==> src/rtl/usb_crc5_tx.sv <==
// usb_crc5_tx: bit-serial USB token/SOF CRC5 generator for the transmit path.
// Data bits pass straight through to the stuffer while the CRC5 (x^5+x^2+1)
// is accumulated. Then the five inverted CRC bits are driven, MSB of the
// register first, which is the same as crc_field[0] first.
module usb_crc5_tx #(
    parameter int DATA_BITS = 11
) (
    input  logic       clk,
    input  logic       n_rst,
    input  logic       start,
    input  logic       shift_en,
    input  logic       tx_bit_in,
    output logic       tx_bit_out,
    output logic       crc_active,
    output logic       busy,
    output logic       done,
    output logic [4:0] crc_field
);

    typedef enum logic [1:0] {
        S_IDLE = 2'd0,
        S_DATA = 2'd1,
        S_CRC  = 2'd2,
        S_DONE = 2'd3
    } state_t;

    localparam logic [4:0] CRC_INIT      = 5'b11111;
    localparam logic [4:0] CRC_POLY      = 5'b00101;
    localparam logic [3:0] CNT_DATA_LAST = 4'(DATA_BITS - 1);
    localparam logic [3:0] CNT_CRC_LAST  = 4'd4;

    state_t     r_state;
    logic [4:0] r_crc;
    logic [3:0] r_cnt;
    logic [4:0] r_crc_field;
    logic       r_busy;
    logic       r_crc_active;
    logic       r_done;
    logic [4:0] w_next_crc;

    // One serial CRC5 update: feedback is the outgoing MSB xor the data bit.
    function automatic logic [4:0] crc5_step(input logic [4:0] crc, input logic din);
        logic fb;
        fb = crc[4] ^ din;
        return {crc[3:0], 1'b0} ^ (fb ? CRC_POLY : 5'b00000);
    endfunction

    // Reverse bit order so that field bit 0 is the first bit on the wire.
    function automatic logic [4:0] bitrev5(input logic [4:0] v);
        return {v[0], v[1], v[2], v[3], v[4]};
    endfunction

    assign w_next_crc = crc5_step(r_crc, tx_bit_in);

    // Control FSM with CRC register, bit counter and registered status outputs.
    always_ff @(posedge clk or negedge n_rst) begin
        if (!n_rst) begin
            r_state      <= S_IDLE;
            r_crc        <= CRC_INIT;
            r_cnt        <= 4'd0;
            r_crc_field  <= 5'b00000;
            r_busy       <= 1'b0;
            r_crc_active <= 1'b0;
            r_done       <= 1'b0;
        end else if (start) begin
            // start wins from any state; a strobe in this cycle is discarded
            r_state      <= S_DATA;
            r_crc        <= CRC_INIT;
            r_cnt        <= 4'd0;
            r_busy       <= 1'b1;
            r_crc_active <= 1'b0;
            r_done       <= 1'b0;
        end else begin
            case (r_state)
                S_IDLE: begin
                    r_done <= 1'b0;
                end
                S_DATA: begin
                    if (shift_en) begin
                        r_crc <= w_next_crc;
                        if (r_cnt == CNT_DATA_LAST) begin
                            r_state      <= S_CRC;
                            r_cnt        <= 4'd0;
                            r_crc_field  <= bitrev5(~w_next_crc);
                            r_crc_active <= 1'b1;
                        end else begin
                            r_cnt <= r_cnt + 4'd1;
                        end
                    end
                end
                S_CRC: begin
                    if (shift_en) begin
                        r_crc <= {r_crc[3:0], 1'b0};
                        if (r_cnt == CNT_CRC_LAST) begin
                            r_state      <= S_DONE;
                            r_cnt        <= 4'd0;
                            r_crc_active <= 1'b0;
                            r_done       <= 1'b1;
                        end else begin
                            r_cnt <= r_cnt + 4'd1;
                        end
                    end
                end
                S_DONE: begin
                    r_state <= S_IDLE;
                    r_busy  <= 1'b0;
                    r_done  <= 1'b0;
                end
                default: begin
                    r_state <= S_IDLE;
                    r_busy  <= 1'b0;
                    r_done  <= 1'b0;
                end
            endcase
        end
    end

    // Line mux: passthrough except while the inverted CRC is being shifted out.
    always_comb begin
        tx_bit_out = tx_bit_in;
        if (r_state == S_CRC) begin
            tx_bit_out = ~r_crc[4];
        end
    end

    assign crc_active = r_crc_active;
    assign busy       = r_busy;
    assign done       = r_done;
    assign crc_field  = r_crc_field;

endmodule

==> config.mk <==
export PLATFORM = sky130hd
export DESIGN_NAME = usb_crc5_tx
export DESIGN_NICKNAME = d
export VERILOG_FILES = /design/src/rtl/usb_crc5_tx.sv
export SDC_FILE = /design/constraint.sdc
export NUM_CORES = 1
export LEC_CHECK = 0
export ABC_AREA = 1
export CAP_MARGIN = 20
export CORE_MARGIN = 2
export CORE_UTILIZATION = 40
export DETAILED_ROUTE_END_ITERATION = 12
export SETUP_SLACK_MARGIN = 0.5
export SLEW_MARGIN = 10
export SYNTH_ARGS = -nofsm -noshare
export SYNTH_HDL_FRONTEND = slang
export SYNTH_SLANG_ARGS = --single-unit
==> constraint.sdc <==
create_clock -name clk -period 2.7 [get_ports clk]
set_input_delay 0.27 -clock clk [delete_from_list [all_inputs] [get_ports clk]]
set_output_delay 0.27 -clock clk [all_outputs]
set_load 0.03 [all_outputs]
Yosys cells after proc, flatten, opt, wreduce, memory -nomap -nowiden --
Index checks and enable logic that the tools add are counted.
Word-level totals: bits in registers 19, word-level logic and storage cells 63, input bits 5, output and inout bits 9
Cells by class: $add $sub $neg 1, mux-type cells 30, bitwise logic cells 5, reduce and logical (&&, ||, !) cells 11, eq/ne operators 9
Operators with widths (number):
- $mux 4 | 5
- $mux 5 | 3
- $ne 3x3->1 const B | 4
- $mux 1 | 11
- $mux 2 | 5
- $pmux 5 s2 | 1
- $reduce_and 5->1 | 2
- $pmux 4 s2 | 1
- $pmux 2 s3 | 1
- $reduce_and 3->1 | 2
- $reduce_bool 3->1 | 2
- $not 5->5 | 1
- $xor 5x3->5 | 1
- $add 4x1->4 const B | 1
- $eq 2x2->1 const B | 2
- $eq 4x3->1 const B | 1
- $eq 4x4->1 const B | 1
- $pmux 1 s2 | 2
- $reduce_and 4->1 | 1
- $reduce_bool 4->1 | 1
- $mux 3 | 1
- $eq 2x1->1 const B | 1
- $logic_not 2->1 | 1
- $not 1->1 | 2
- other kinds (3) | 3

Logic depth before layout (Yosys ltp) --
word-level depth 6, mapped depth 10, depth with buffers taken out 10

Least setup slack after synthesis --
OpenSTA, ideal clock, no wires.
kind register to output, start register r_state[0], end output tx_bit_out, setup slack 0.966 ns, arrival 1.464 ns, path buffers 0, stages on the path, launching flop included 5, data required time 2.430 ns, path through dfrtp_1 -> inv_1 -> ha_1 -> inv_2 -> o21ai_0
Between the ends: longest elaborated chain between the ends 2
RTL lines:
- from (decl) | line 32 | state_t r_state;
- from (signal assigned) | line 58 | r_state <= S_IDLE;
- from (signal assigned) | line 67 | r_state <= S_DATA;
- from (signal assigned) | line 82 | r_state <= S_CRC;
- $eq 2x2->1 | line 121 | if (r_state == S_CRC) begin
- $mux 1 | line 121
- to (decl) | line 13 | output logic tx_bit_out,
Every way passes these cells.

Final worst setup path --
Ends and elaborated chain as after synthesis.

==> results_dict.tcl <==
set metrics [dict create \
    syn_inst 127 \
    postRouteAntennaNets 0 \
    p_int_uw 620 \
    power_frac_clock_pct 13.8 \
    die_h_um 55.3 \
    pwr-share-seq_pct 43.1 \
    grt_setup_unrepaired "false" \
    postLayoutCoreUtil_pct 49.8 \
    critical_path.endpoint_type "primary output" \
    crit_type "reg -> out" \
    grt_pass1_vias 795 \
    cp_cell_sequence "inv_1 -> ha_1 -> inv_2 -> o21ai_0 -> dlygate4sd2_1" \
    clockBufferDepth 2 \
    postCtsSetupRepairBufs 0 \
    arrival_ns 1.76 \
    grt_start_max_net_pins 20 \
    post-route-drc-count 0 \
    finalPower_mw 1.07 \
    fillers 265 \
    antenna_found_initial 0 \
    core_um2 2480 \
    dp_hpwl_um 1540 \
    finalSetupViolCount 0 \
    cts_sinks 19 \
    io_pins 14 \
    finClkSkew_ns 0.0111 \
    r2r-start "r_state[0]$_DFFE_PN0P_" \
    syn_to_final_growth_pct 17.2 \
    insertion_delay_ns 0.31 \
    ys_seq_area_share_pct 45.8 \
    regArea_um2 482 \
    grt_overflow_total 0 \
    via_per_inst 4.94 \
    row_count 18 \
    h-tree-depth 1 \
    dpl_cell_area_um2 1210 \
    diodes 0 \
    first_iter_violations 14 \
    fmax_mhz 493 \
    ys_types 23 \
    min_period_over_period_pct 75.1 \
    timing.rr.end "r_cnt[2]$_DFFE_PN0P_" \
    finalMaxSlewViolations 0 \
    max_cap_violations 0 \
    synth_area_um2 1050 \
    cts_tree "built" \
    multiInputGateArea_um2 484 \
    gp_congestion 0.806 \
    drive_gt1_share_pct 12.6 \
    ctsResizeCount 1 \
    drt-total-wl_um 2000 \
    die_area_um2 3060 \
    avgSynthCellArea_um2 8.29 \
    io_buffers 13 \
    grt_usage_pct 14.3 \
    powerDensity_nw_per_um2 868 \
    cp_slowest_cell "dfrtp_1" \
    p_switching_uw 451 \
    setup-tns-final_ns 0 \
    ir_drop_mv 0.506 \
    relSlewSlack_pct 40.8 \
    reg2regPathDepth 10 \
    initial_utilization_pct 42.5 \
    slowest_delay_ns 0.44 \
    yosysWarnings 0 \
    layout.nets 155 \
    status "finished, final reports clean" \
    chipWidth_um 55.3 \
    clkTransAtPathRegs_ns 0.11 \
    combPwrFrac_pct 43.1 \
    pre_cts_ws_ns 0.716 \
    period_minus_slack_ns 2.03 \
    switching_share_pct 42.1 \
    vias 855 \
    synth_top_area_share_pct 33.3 \
    min_path_type "in -> async" \
    cp_max_fo 5 \
    first_pass_iters 4 \
    wl_per_cell_um 11.5 \
    grt_pass1_wl_um 3470 \
    worstPathRequired_ns 2.43 \
    cts_buffers 3 \
    start_kind "register" \
    cts_root_buffer "clkbuf_4" \
    ys_ff_latch 19 \
    syn_nets 138 \
    fin_ws_ns 0.671 \
    synth_area_leaders "dfrtp_1 33%, nand2_1 14%, dfstp_2 12%" \
    mostFrequentLayoutCells "38 x nand2_1, 18 x inv_1, 14 x dfrtp_1" \
    holdBufCountCts 0 \
    worst_pin_slew_ns 0.885 \
    yosys.area.top_type "dfrtp_1" \
    fin_area_um2 1230 \
    final_hold_viol_count 0 \
    leakagePower_nw 0.629 \
    reg2reg_slack_ns 1.15 \
    final_common_cell "nand2_1" \
]
-- logic make-up after synthesis --
family                     count (synthesis)  share of synthesized area, %
AOI/OAI and AO/OA                         15                          8.09
xor gates and xnor gates                   1                         0.832
adders and majority gates                  6                          7.13
buffers and inverters                     21                          8.20
DFF                                       19                          45.8
and+or+nand+nor                           65                          30.0
-- registers in the layout, summed over array words and instances (netlist names) --
register and cells:
r_crc 5, done 1, busy 1, crc_active 1, r_state 2, r_cnt 4
crc_field 5
-- critical path, delay by kind of cell, from the launching register on --
| family | cells | cell delay (ns) |
|---|---|---|
| fa+ha+maj | 1 | 0.27 |
| compound gates | 1 | 0.16 |
| flops | 1 | 0.44 |
| buf+inv | 3 | 0.58 |
-- Yosys cell counts --
master / number
a21oi_1: 3
a22oi_1: 3
and2_1: 1
buf_6: 1
dfrtp_1: 14
dfstp_2: 5
ha_1: 6
inv_1: 18
inv_2: 2
nand2_1: 38
nand2_2: 2
nand2_4: 2
nand3_1: 9
nand3_2: 1
nand3b_1: 1
nand4_1: 4
nor2_1: 4
nor2_2: 1
nor2_4: 2
o21a_1: 1
o21ai_0: 6
o21ai_1: 2
xor2_1: 1
-- metal layers --
layer / share of wire [%] / GRT usage [%]
met3: 3.8 / 5.15
met2: 48 / 24.1
met1: 47 / 17.4
met4: 0.70 / 3.14
met5: 0 / 0
-- power groups by stage --
stage | clock, mW | combinational (mW) | sequential, mW
6_report | 0.148 | 0.461 | 0.462
4_1_cts | 0.155 | 0.468 | 0.462
2_1_floorplan | 0 | 0.321 | 0.480
3_3_place_gp | 0 | 0.463 | 0.460
5_1_grt | 0.166 | 0.522 | 0.478
3_5_place_dp | 0 | 0.470 | 0.468
-- area by class of cell --
type                       instances  area share (%)
inverter                          20            6.09
multi-input combinational         87            39.2
clock buffer                       4            2.13
timing repair buffer              13            10.4
sequential                        19            39.0
tap                               30            3.04
-- per-stage QoR --
step / instances / hold WS [ns]
finish: 173 / 0.451
global route: 173 / 0.508
CTS: 173 / 0.483
detailed placement: 169 / 0.470
global placement: 169 / 0.455
floorplan: 127 / -0.0256
-- worst max path at each step --
stage	from	to	cells after the start
2_1_floorplan	r_state[0]$_DFFE_PN0P_	tx_bit_out	4
3_3_place_gp	r_state[0]$_DFFE_PN0P_	tx_bit_out	5
3_5_place_dp	r_state[0]$_DFFE_PN0P_	tx_bit_out	5
4_1_cts	r_state[0]$_DFFE_PN0P_	tx_bit_out	5
5_1_grt	r_state[0]$_DFFE_PN0P_	tx_bit_out	5
6_report	r_state[0]$_DFFE_PN0P_	tx_bit_out	5
No activity file was read; power rests on OpenSTA's default activity.
